`src/rtl/adder_resp_pipe.sv`:
```
// -----------------------------------------------------------------------------
// adder_resp_pipe
//
// Responder for the adder stimulus interface. Operand pairs arrive over a
// valid/ready handshake, are registered in a single pipeline stage, summed to
// WIDTH+1 bits (MSB = carry) and written into a small result FIFO that the
// consumer drains with its own valid/ready handshake.
//
// Admission is credit based: a pair is accepted only while the number of
// results already committed (pipeline stage + FIFO occupancy) is below the
// FIFO depth, so the FIFO can never be written while full.
//
// Parameters
//   WIDTH       operand width; sum is WIDTH+1 bits
//   FIFO_DEPTH  result FIFO entries, power of two and >= 2
//
// Ports
//   clk        in   rising-edge clock
//   reset      in   asynchronous active-low reset
//   in_valid   in   operand pair valid
//   in_ready   out  pair can be accepted (registers only, no input paths)
//   A, B       in   operands, ignored unless in_valid && in_ready
//   out_valid  out  FIFO non-empty
//   out_ready  in   consumer takes the head result
//   sum        out  FIFO head, or last popped result when empty (0 after reset)
//   txn_count  out  results popped since reset, wraps at 2^16
// -----------------------------------------------------------------------------
module adder_resp_pipe #(
    parameter int unsigned WIDTH      = 8,
    parameter int unsigned FIFO_DEPTH = 4
) (
    input  logic             clk,
    input  logic             reset,
    input  logic             in_valid,
    output logic             in_ready,
    input  logic [WIDTH-1:0] A,
    input  logic [WIDTH-1:0] B,
    output logic             out_valid,
    input  logic             out_ready,
    output logic [WIDTH:0]   sum,
    output logic [15:0]      txn_count
);

    localparam int unsigned PW = $clog2(FIFO_DEPTH);
    localparam int unsigned CW = $clog2(FIFO_DEPTH + 1);
    localparam logic [CW:0] DEPTH_C = (CW + 1)'(FIFO_DEPTH);

    // Stage 1: captured operands
    logic             s1_valid_q, s1_valid_d;
    logic [WIDTH-1:0] a_q, b_q;

    // Result FIFO
    logic [WIDTH:0]   mem_q [FIFO_DEPTH];
    logic [PW-1:0]    wr_ptr_q, wr_ptr_d;
    logic [PW-1:0]    rd_ptr_q, rd_ptr_d;
    logic [CW-1:0]    count_q,  count_d;

    // Output side
    logic [WIDTH:0]   last_q;
    logic [15:0]      txn_q, txn_d;

    // Held low through reset and set on the first clock after release so that
    // in_ready stays low while reset is asserted and rises one clock later.
    logic             rst_done_q;

    logic             accept;
    logic             push;
    logic             pop;
    logic             fifo_empty;
    logic [CW:0]      inflight;
    logic [WIDTH:0]   s1_sum;

    // ------------------------------------------------------------------------
    // Handshake and credit logic
    // ------------------------------------------------------------------------
    always_comb begin
        fifo_empty = (count_q == '0);
        inflight   = {1'b0, count_q} + {{CW{1'b0}}, s1_valid_q};
        in_ready   = rst_done_q && (inflight < DEPTH_C);
        out_valid  = !fifo_empty;
        accept     = in_valid && in_ready;
        push       = s1_valid_q;
        pop        = out_valid && out_ready;
        s1_sum     = {1'b0, a_q} + {1'b0, b_q};
    end

    // ------------------------------------------------------------------------
    // Next-state
    // ------------------------------------------------------------------------
    always_comb begin
        s1_valid_d = accept;
        wr_ptr_d   = wr_ptr_q;
        rd_ptr_d   = rd_ptr_q;
        count_d    = count_q;
        txn_d      = txn_q;

        if (push) begin
            wr_ptr_d = wr_ptr_q + PW'(1);
        end
        if (pop) begin
            rd_ptr_d = rd_ptr_q + PW'(1);
            txn_d    = txn_q + 16'd1;
        end
        // Simultaneous push and pop leaves the occupancy unchanged.
        count_d = count_q + CW'(push) - CW'(pop);
    end

    // ------------------------------------------------------------------------
    // Control registers
    // ------------------------------------------------------------------------
    always_ff @(posedge clk or negedge reset) begin
        if (!reset) begin
            rst_done_q <= 1'b0;
            s1_valid_q <= 1'b0;
            wr_ptr_q   <= '0;
            rd_ptr_q   <= '0;
            count_q    <= '0;
            txn_q      <= '0;
            last_q     <= '0;
        end else begin
            rst_done_q <= 1'b1;
            s1_valid_q <= s1_valid_d;
            wr_ptr_q   <= wr_ptr_d;
            rd_ptr_q   <= rd_ptr_d;
            count_q    <= count_d;
            txn_q      <= txn_d;
            if (pop) begin
                last_q <= mem_q[rd_ptr_q];
            end
        end
    end

    // ------------------------------------------------------------------------
    // Datapath registers (no reset needed: contents are qualified by
    // s1_valid_q / count_q)
    // ------------------------------------------------------------------------
    always_ff @(posedge clk) begin
        if (accept) begin
            a_q <= A;
            b_q <= B;
        end
        if (push) begin
            mem_q[wr_ptr_q] <= s1_sum;
        end
    end

    // ------------------------------------------------------------------------
    // Outputs
    // ------------------------------------------------------------------------
    always_comb begin
        sum       = fifo_empty ? last_q : mem_q[rd_ptr_q];
        txn_count = txn_q;
    end

    // The credit rule guarantees the stage-1 result always has a FIFO slot.
    a_no_overflow : assert property (@(posedge clk) disable iff (!reset)
        !(s1_valid_q && (count_q == CW'(FIFO_DEPTH))));

endmodule

```
`config.mk`:
```
export PLATFORM = sky130hd
export DESIGN_NAME = adder_resp_pipe
export DESIGN_NICKNAME = d
export VERILOG_FILES = /design/src/rtl/adder_resp_pipe.sv
export SDC_FILE = /design/constraint.sdc
export NUM_CORES = 1
export LEC_CHECK = 0
export ABC_AREA = 1
export BUFFER_PORTS_ARGS = -buffer_cell sky130_fd_sc_hd__buf_2
export CAP_MARGIN = 15
export CORE_MARGIN = 2
export CORE_UTILIZATION = 45
export CTS_CLUSTER_DIAMETER = 100
export DETAILED_ROUTE_END_ITERATION = 16
export PLACE_DENSITY_LB_ADDON = 0.12
export RECOVER_POWER = 50
export SLEW_MARGIN = 30
export SYNTH_ARGS = -nofsm -noshare
export SYNTH_HDL_FRONTEND = slang
export SYNTH_SLANG_ARGS = --single-unit
```
`constraint.sdc`:
```
create_clock -name clk -period 4.09 [get_ports clk]
set_input_delay 0.409 -clock clk [delete_from_list [all_inputs] [get_ports clk]]
set_output_delay 0.409 -clock clk [all_outputs]
set_load 0.005 [all_outputs]
```
==> Word-level counts from Yosys, hierarchy flattened <==
Memory sizes are Yosys's and may differ from the RTL's.
Index checks and enable logic that the tools add are counted.
{ "word_totals": {"reg_bits": 50, "mem_bits_rw": 36, "inputBits": 20, "out_inout_bits": 27, "mem_count": 1} }
{ "memory_table": {"columns": ["memory", "words", "width", "read_ports", "rd_clocked_by_memory_dff", "wr", "line", "source"], "rows": [
  ["mem_q", 4, 9, 1, 0, 1, "53", "logic [WIDTH:0] mem_q [FIFO_DEPTH];"]
]} }
{ "classes": {"n_addsub": 7, "order_cmp": 1, "muxes": 3, "reduce_logical": 5} }
{ "op_table": {"columns": ["operator", "n"], "rows": [
  ["$add A16 B1 Y16 const B", 1],
  ["$add A8 B8 Y9", 1],
  ["$mux W9", 1],
  ["$add A2 B1 Y2 const B", 2],
  ["$add A3 B1 Y4", 1],
  ["$lt A4 B3 Y1 const B", 1],
  ["$add A3 B1 Y3", 1],
  ["$logic_and A1 B1 Y1", 3],
  ["$logic_not A3 Y1", 1],
  ["$sub A3 B1 Y3", 1],
  ["$mux W1", 2],
  ["$logic_not A1 Y1", 1]
]} }

==> Depth between registers and ports, before layout <==
Gate-level depths: netlist (run 1).
{ "logic_depth": {"depth_word": 4, "depth_mapped": 9, "depth_no_buf": 9} }

==> Worst setup path before layout (run 1) <==
OpenSTA, ideal clock, no wires.
{ "synth_path": {"kind": "register to register", "startpoint": "register count_q[2]", "endpoint": "register a_q[0], enable pin", "setup_ns": 0.390, "arrival_ns": 1.703, "required_time_ns": 3.700, "setup_slack_ns": 1.997, "path_stages_with_launch": 6, "path_buffers": 0, "period_less_slack_ns": 2.093, "path_cell_list": "dfrtp_1 > ha_1 > and3_1 > nor3b_1 > nand2_1 > nor2_1"} }
{ "synth_via": {"elab_chain_cells": 4} }
{ "synth_rtl": {"columns": ["item", "line", "source"], "rows": [
  ["start: declaration", "56", "logic [CW-1:0] count_q, count_d;"],
  ["start signal: assignment", "125", "count_q <= count_d;"],
  ["$add A3 B1 Y4", "78", "inflight = {1'b0, count_q} + {{CW{1'b0}}, s1_valid_q};"],
  ["$lt A4 B3 Y1", "79", "in_ready = rst_done_q && (inflight < DEPTH_C);"],
  ["$logic_and A1 B1 Y1", "79", null],
  ["$logic_and A1 B1 Y1", "81", "accept = in_valid && in_ready;"],
  ["via accept", "66", "logic accept;"],
  ["end signal: assignment", "139", "a_q <= A;"],
  ["end: declaration", "50", "logic [WIDTH-1:0] a_q, b_q;"]
]} }
The timed path passes the listed nets, and every way through them passes these cells.
A chain may end at the register's enable or synchronous reset.

==> Worst setup path after layout (run 1) <==
{ "layout_path": {"startpoint": "register rd_ptr_q[0]", "endpoint": "output sum[8]"} }
{ "layout_via": {"elab_chain_cells": 2} }
{ "layout_rtl": {"columns": ["item", "line", "source"], "rows": [
  ["start: declaration", "55", "logic [PW-1:0] rd_ptr_q, rd_ptr_d;"],
  ["start signal: assignment", "124", "rd_ptr_q <= rd_ptr_d;"],
  ["$mem_v2 Z4 W9", null, null],
  ["$mux W9", "151", "sum = fifo_empty ? last_q : mem_q[rd_ptr_q];"],
  ["end: declaration", "40", "output logic [WIDTH:0] sum,"]
]} }
Every way passes these cells.

==> metrics.md, run 1 <==
| Metric | Value |
|---|---|
| Maximum VDD drop | 0.000226 V |
| Non-Filler Instances | 555 |
| Layout area overhead | 12.1% |
| TritonCTS Buffers | 9 |
| Postcts setup bufs | 0 |
| Failing checks | max-capacitance violations, max-slew violations |
| Sum of negative setup slack | 0 ns |
| Pwr Density | 609 nW/um^2 |
| Full die area | 9830 sq um |
| Placed Cells | 539 |
| Tcrit/Tclk final | 59.3% |
| Starting Density | 46.5% |
| Max cap viols | 1 |
| Global Route Usage Sum | 15.9% |
| Max frequency | 412 MHz |
| Worst Path Buf+Inv | 2 |
| Final net count | 480 |
| Iteration-0 DRC Markers | 142 |
| Cell count after synthesis | 393 |
| Grt total ovfl | 0 |
| Vias/cell | 4.86 |
| # DRC | 0 |
| RePlAce Congestion | 0.843 |
| Worst endpoint required time | 3.68 ns |
| Routed Antenna Nets | 0 |
| Synth Register Bits | 86 |
| Core area | 8760 sq um |
| Worst Skew | 0.00988 ns |
| Clock sink count | 86 |
| Initial antenna violation count | 0 |
| Worst-Skew Late Latency | 0.35 ns |
| Final wirelength | 7.12 mm |
| CP max stage cell | dfrtp_1 |
| Max-slew headroom | -26.5% |
| Antenna diodes | 0 |
| DP HPWL | 5.06 mm |
| Critical path class | flop to output pin |
| Leading cell type in the layout, fill and taps excluded | nand2_1 |
| CP max stage delay | 0.75 ns |
| Yosys warns | 0 |
| Fin crit period | 2.43 ns |
| Share of cells above drive strength 1 | 18.3% |
| Mapped Nets | 431 |
| Syn Std Cell Area | 4070 sq um |
| Lkg Pwr | 2.05 nW |
| Die Ht | 99.1 um |
| Cell mode on critical path | nand2_1 |
| Final setup violating endpoints | 0 |
| Crit-path leading delay family | flip-flops |
| Final Max Slew Viols | 35 |
| CP Max Fanout | 20 |
| Worst setup EP type | output pin |
| Synth unique cells | 35 |
| Most frequent cells in the layout | nand2_1, edfxtp_1, buf_2 |
| First-pass GRT wire length | 12.3 mm |
| Post-synth EDFFs | 52 |
| Longest Clk Path Bufs | 2 |
| WL per Instance | 12.8 um |
| Pre-antenna DRT Iters | 4 |
| Clk pin slew, worst setup/hold paths | 0.09 ns |
| CTS root buf | clkbuf_8 |
| CP cell instances | inv_2 -> nand2_1 -> nand3_1 -> nand2_1 -> o21ai_0 -> buf_2 |
| Synth Flop Type | edfxtp_1 |
| Async set or reset register ratio after synthesis | 39.5% |
| RSZ-0062 raised after global routing | false |
| Final Core Density | 52.1% |
| Largest net degree at the start of global routing | 35 |
| Num ports | 47 |
| Final hold vios | 0 |
| Crit path DAT | 2.02 ns |
| Outcome | complete, but fails checks |
| Core Rows | 34 |
| Die width | 99.1 um |
| Via count | 2,698 |
| Crit start category | flop |
| Vias in the first global route | 2,583 |
| CTS tree | yes |
| Least-Margin Pin Slew | 1.90 ns |
| IO buf count | 46 |
| Worst Hold Class | primary input to flop |
| CTS resizes | 0 |
| Mapped Avg Cell Area | 10.4 sq um |
| CTS Hold Buffers Added | 0 |
| Register area share after synthesis | 59.2% |
| H-Tree Depth | 3 |
synthesized netlist by cell type (2+ instances only):
cell type	instances	area share, %
nor2_1	21	1.9
nor2_2	3	0.46
xor2_1	9	1.9
ha_1	16	4.9
nand3_1	29	3.6
buf_4	2	0.37
nand2_2	5	0.77
edfxtp_1	52	38
dfrtp_1	34	21
nor3_1	3	0.37
o21ai_2	9	1.9
buf_2	2	0.25
buf_12	2	0.98
inv_1	31	2.9
fa_1	2	0.98
inv_2	3	0.28
nand2_1	124	11
nand4_1	8	1.2
nand3b_1	3	0.55
a21oi_1	5	0.61
o21ai_0	11	1.4
nand2_4	2	0.55
o21ai_1	3	0.37
xnor2_1	3	0.65
worst paths after layout:
path                            slack [ns]  cells past startpoint        start         end
worst min register to register        0.49                      2    last_q[5]   last_q[5]
min in group asynchronous             0.57                      1        reset   last_q[1]
worst max register to register        1.71                      9   count_q[1]  count_q[2]
max in group asynchronous             2.42                      1        reset  rst_done_q
worst min-delay path                  0.23                      1         B[2]      b_q[2]
worst max-delay path                  1.66                      6  rd_ptr_q[0]      sum[8]
flip-flops by register name, summed over array words and instances, names as in the netlist:
signal      count
mem_q          36
b_q             8
txn_count      16
rst_done_q      1
wr_ptr_q        2
a_q             8
rd_ptr_q        2
last_q          9
count_q         3
push            1
cell type report:
class | instances | area [sq um]
Fill cell | 814 | 4200
Sequential cell | 86 | 2410
Multi-Input combinational cell | 263 | 1440
Timing Repair Buffer | 47 | 230
Tap cell | 108 | 135
Inverter | 35 | 131
Clock buffer | 9 | 124
Clock inverter | 7 | 97.6
routing by layer:
metal | GRT usage, % | share of wire [%] | up-vias
met2 | 24.4 | 47 | 50
met4 | 5.90 | 1.2 | 0
met3 | 2.74 | 3.2 | 9
met1 | 22.8 | 49 | 1241
met5 | 0 | 0 | -
li1 | - | - | 1398
cell families after synthesis:
group	synth area share, %
DFF	59.2
AOI/OAI and AO/OA	4.45
buffers and inverters	5.56
and+or+nand+nor	22.2
adders and majority gates	5.90
xor gates and xnor gates	2.58
other	0.0920
report_power, final:
part	switching, mW	internal, mW	leakage, nW	total (mW)
Combinational	0.521	0.331	1.04	0.852
Sequential	0.155	1.12	0.903	1.28
Clock	0.305	0.346	0.106	0.651
Total	0.981	1.80	2.05	2.78
metrics by stage:
stage	area, sq um	total power, mW	hold slack [ns]	setup slack [ns]
2_1_floorplan	4070	1.91	0.113	2.00
3_3_place_gp	4350	2.14	0.465	1.78
3_5_place_dp	4350	2.17	0.469	1.71
5_1_grt	4570	3.01	0.207	1.46
6_report	4570	2.78	0.233	1.66
4_1_cts	4570	2.82	0.155	1.64
worst reg2reg max path, stage by stage, from the launching register on:
cell     delay, ns
dfrtp_1       0.42
inv_1         0.15
nand2_4       0.09
nand2_4       0.36
inv_2         0.17
ha_1          0.31
inv_1         0.05
ha_1          0.20
fa_1          0.38
xnor2_1       0.13
No activity file was read; power rests on OpenSTA's default activity.
==> run 2: changes to the inputs <==
Clock period 4.09 ns to 2.1 ns, I/O delays scaled along.
==> metrics.md, run 2 (same netlist as run 1, synthesis figures left out) <==
| Metric | Value |
|---|---|
| Outcome | complete, no violations |
| CTS resizes | 0 |
| First-pass GRT wire length | 12.1 mm |
| Iteration-0 DRC Markers | 104 |
| Hold endpoint | b_q[3] |
| Final Power | 5.28 mW |
| Clk pin slew, worst setup/hold paths | 0.11 ns |
| Antenna diodes | 0 |
| CP max stage delay | 0.42 ns |
| Largest net degree at the start of global routing | 35 |
| CTS root buf | clkbuf_8 |
| Max cap viols | 0 |
| Least-Margin Pin Slew | 0.871 ns |
| R2R cell count | 9 |
| DP Worst Slack | 0.182 ns |
| Most frequent cells in the layout | nand2_1, edfxtp_1, buf_2 |
| R2r startpoint | count_q[1] |
| Num ports | 47 |
| Max-slew headroom | 41.9% |
| Worst endpoint required time | 2.35 ns |
| Sum of negative setup slack | 0 ns |
| Pwr Density | 1150 nW/um^2 |
| Worst Skew | 0.0151 ns |
| # DRC | 0 |
| Worst-Skew Late Latency | 0.36 ns |
| Worst Hold Class | primary input to flop |
| CP cell instances | inv_1 -> nand2_4 -> nand2_4 -> inv_2 -> ha_1 -> inv_1 -> ha_1 -> fa_1 -> xnor2_1 |
| CTS tree | yes |
| Vias in the first global route | 2,606 |
| DP HPWL | 4.99 mm |
| Worst setup EP type | flop |
| Starting Density | 46.5% |
| Routed Antenna Nets | 0 |
| RSZ-0062 raised after global routing | false |
| Maximum VDD drop | 0.000378 V |
| CP max stage cell | dfrtp_1 |
| Final setup violating endpoints | 0 |
| Longest Clk Path Bufs | 2 |
| Hold depth | 1 |
| H-Tree Depth | 3 |
| Top reg by flops | mem_q |
| Lkg Pwr | 2.09 nW |
| IO buf count | 46 |
| Max frequency | 524 MHz |
| R2R setup slack | 0.19 ns |
| Final wirelength | 6.99 mm |
| Initial antenna violation count | 0 |
| Core area | 8760 sq um |
| Via count | 2,672 |
| Crit path DAT | 2.15 ns |
| Vias/cell | 4.75 |
| Tcrit/Tclk final | 90.9% |
| CP Max Fanout | 8 |
| Reg2reg end | count_q[2] |
| Clock sink count | 86 |
| Core Rows | 34 |
| Placed Cells | 542 |
| Full die area | 9830 sq um |
| Final Core Density | 52.5% |
| Hold path start | B[3] |
| Fin crit period | 1.91 ns |
| Global Route Usage Sum | 15.6% |
| TritonCTS Buffers | 9 |
| Setup slack after layout | 0.190 ns |
| Critical path class | flop to flop |
| Non-Filler Instances | 563 |
| Final hold vios | 0 |
| Grt total ovfl | 0 |
| Layout area overhead | 12.9% |
| Share of cells above drive strength 1 | 18.2% |
| Leading cell type in the layout, fill and taps excluded | nand2_1 |
| WL per Instance | 12.4 um |
| Die Ht | 99.1 um |
| Pre-antenna DRT Iters | 5 |
| Final Max Slew Viols | 0 |
| Max reg flops | 36 |
| Crit start category | flop |
| Die width | 99.1 um |
| Final net count | 488 |
| RePlAce Congestion | 0.789 |
[run 2: cell count changes in the layout (fill, tap and decap cells not counted), sizes merged]
cell	previous run	this run
dlygate4sd3	0	5
inv	35	39
clkinvlp	2	0
bufinv	2	0
buf	41	44
[run 2: area by class of cell]
| class | count | area [sq um] |
|---|---|---|
| repair buffers | 55 | 303 |
| fillers | 811 | 4170 |
| multi-input cells | 263 | 1420 |
| clock buffers | 9 | 124 |
| flip-flops and latches | 86 | 2410 |
| inverters | 35 | 131 |
| well taps | 108 | 135 |
| clock inverters | 7 | 73.8 |
[run 2: worst max path at each step]
stage,start,to,cells past startpoint
after CTS,count_q[1],count_q[2],9
after global routing,count_q[1],count_q[2],9
after global placement,count_q[2],count_q[2],9
final,count_q[1],count_q[2],9
after detailed placement,count_q[2],count_q[2],9
after floorplan,count_q[2],a_q[0],5
[run 2: metal layers]
| layer | up-vias | global-route usage [%] | routed length (um) |
|---|---|---|---|
| met5 | - | 0 | 0 |
| met2 | 38 | 24.4 | 3270 |
| met3 | 4 | 2.67 | 197 |
| met1 | 1219 | 21.7 | 3440 |
| met4 | 0 | 6.95 | 82 |
| li1 | 1411 | - | - |
[run 2: power breakdown]
| part | internal, mW | total [mW] | switching [mW] |
|---|---|---|---|
| clock | 0.471 | 1.14 | 0.669 |
| combinational | 0.664 | 1.74 | 1.07 |
| sequential | 2.19 | 2.40 | 0.217 |
| total | 3.32 | 5.28 | 1.96 |
[run 2: worst max-delay path: cells and delay by family (launching register included)]
kind	cells	cell delay, ns
adders and majority gates	3	0.83
DFF	1	0.42
buffers and inverters	3	0.26
and+or+nand+nor	2	0.15
xor gates and xnor gates	1	0.14
[run 2: timing repair]
action,4_1_cts,5_1_grt
endpoints found under the hold margin,37,1
buffers inserted,0,0
hold buffers,4,1
endpoints found under the setup margin,0,0
[run 2: stage by stage]
stage	hold WS, ns	cell area, sq um
detailed placement	0.342	4370
global route	0.00174	4600
floorplan	-0.0856	4070
CTS	0.000788	4610
global placement	0.333	4370
finish	0.0261	4600
==> run 3: changes to the inputs <==
Settings changed: CORE_ASPECT_RATIO from default to 1.25.
==> metrics.md, run 3 (same netlist as run 1, synthesis figures left out) <==
| Metric | Value |
|---|---|
| Outcome | complete, no violations |
| Setup slack after layout | 0.175 ns |
| IO buf count | 46 |
| Initial antenna violation count | 0 |
| Leading cell type in the layout, fill and taps excluded | nand2_1 |
| Hold depth | 1 |
| Final setup violating endpoints | 0 |
| Grt total ovfl | 0 |
| Vias/cell | 4.75 |
| Sw frac | 35.1% |
| Clock network power share | 20.7% |
| Least-Margin Pin Slew | 0.873 ns |
| Share of cells above drive strength 1 | 18.0% |
| Via count | 2,715 |
| Die width | 89.1 um |
| Worst Hold Class | primary input to flop |
| CTS root buf | clkbuf_8 |
| Sum of negative setup slack | 0 ns |
| RePlAce Congestion | 0.833 |
| Hold path start | A[0] |
| Antenna diodes | 0 |
| Clock sink count | 86 |
| Clk pin slew, worst setup/hold paths | 0.08 ns |
| Placed Cells | 554 |
| # DRC | 0 |
| R2R cell count | 9 |
| Layout area overhead | 12.0% |
| Critical path class | flop to flop |
| Net switching power | 1.84 mW |
| CP Max Fanout | 8 |
| Worst-Skew Late Latency | 0.36 ns |
| Comb pwr share | 33.4% |
| WL per Instance | 12.1 um |
| Longest Clk Path Bufs | 2 |
| Reg2reg end | count_q[2] |
| Tcrit/Tclk final | 91.7% |
| R2r startpoint | count_q[2] |
| RSZ-0062 raised after global routing | false |
| TritonCTS Buffers | 9 |
| Pint | 3.40 mW |
| Hold endpoint | a_q[0] |
| Max frequency | 519 MHz |
| Final Max Slew Viols | 0 |
| Iteration-0 DRC Markers | 148 |
| Vias in the first global route | 2,580 |
| Postcts setup bufs | 0 |
| Final hold vios | 0 |
| Crit start category | flop |
| Final wirelength | 6.91 mm |
| Pre-antenna DRT Iters | 6 |
| Die Ht | 110 um |
| CTS tree | yes |
| Worst setup EP type | flop |
| Num ports | 47 |
| Routed Antenna Nets | 0 |
| Maximum VDD drop | 0.000432 V |
| Lkg Pwr | 2.07 nW |
| Fin crit period | 1.92 ns |
| Top reg by flops | mem_q |
| Worst Skew | 0.0129 ns |
| H-Tree Depth | 3 |
| Max-slew headroom | 41.8% |
| Core area | 8750 sq um |
| Max reg flops | 36 |
| Seq pwr share | 45.9% |
| Global Route Usage Sum | 16.0% |
| Worst endpoint required time | 2.34 ns |
| DP Worst Slack | 0.175 ns |
| Non-Filler Instances | 571 |
| Starting Density | 46.6% |
| DP HPWL | 4.88 mm |
| Max cap viols | 0 |
| R2R setup slack | 0.18 ns |
| First-pass GRT wire length | 11.9 mm |
| Full die area | 9830 sq um |
| Pwr Density | 1150 nW/um^2 |
| Largest net degree at the start of global routing | 35 |
| Final net count | 484 |
| Final Core Density | 52.2% |
| Most frequent cells in the layout | nand2_1, edfxtp_1, buf_2 |
| Core Rows | 38 |
| Crit path DAT | 2.17 ns |
## run 3: cell count changes in the layout (fill, tap and decap cells not counted), sizes merged
| cell | change |
|---|---|
| buf | +2 |
| bufinv | +1 |
| clkinv | +1 |
| clkinvlp | +1 |
| dlygate4sd3 | -4 |
| inv | -5 |
## run 3: metal layers
layer	GRT usage, %	part of all wire, %	routed length, um	vias up
met5	0	0	0	-
met1	20.7	44	3010	1249
met2	26.0	50	3480	52
li1	-	-	-	1405
met4	6.08	1.6	108	0
met3	4.02	4.6	320	9
## run 3: critical path: stages, from the launching register on
cell     delay [ns]
dfrtp_1        0.42
nor2_2         0.16
nand2_4        0.08
nand2_4        0.07
inv_2          0.07
ha_1           0.27
inv_1          0.04
ha_1           0.18
fa_1           0.38
xnor2_1        0.14
## run 3: power groups by stage
stage	Combinational (mW)	Clock (mW)	Sequential (mW)
after global routing	2.04	1.19	2.44
after detailed placement	1.80	0	2.44
after global placement	1.76	0	2.43
after floorplan	1.32	0	2.40
final	1.75	1.09	2.40
after CTS	1.81	1.12	2.40
## run 3: timing repair
item | CTS | global route
resized for setup | 0 | 0
hold buffers | 1 | 0
endpoints found under the hold margin | 34 | 0
## run 3: worst max path at each step
stage                      end  cells past startpoint  slack [ns]       start
CTS                 count_q[2]                      9        0.15  count_q[2]
detailed placement  count_q[2]                      9        0.18  count_q[2]
floorplan               a_q[0]                      5       0.007  count_q[2]
finish              count_q[2]                      9        0.18  count_q[2]
global route        count_q[2]                      9        0.05  count_q[2]
global placement    count_q[2]                      9        0.21  count_q[2]
## run 3: layout make-up
type | instances | area, sq um
clock buffers | 11 | 131
repair buffers | 51 | 265
flip-flops and latches | 86 | 2410
multi-input cells | 263 | 1420
fillers | 833 | 4180
well taps | 120 | 150
inverters | 35 | 131
clock inverters | 5 | 50.0
## run 3: stage by stage
stage	cell area [sq um]	hold slack, ns	power (mW)
final	4560	0.0269	5.23
after floorplan	4070	-0.0856	3.72
after global placement	4390	0.332	4.19
after detailed placement	4390	0.342	4.24
after CTS	4580	0.00410	5.34
after global routing	4560	0.00230	5.67
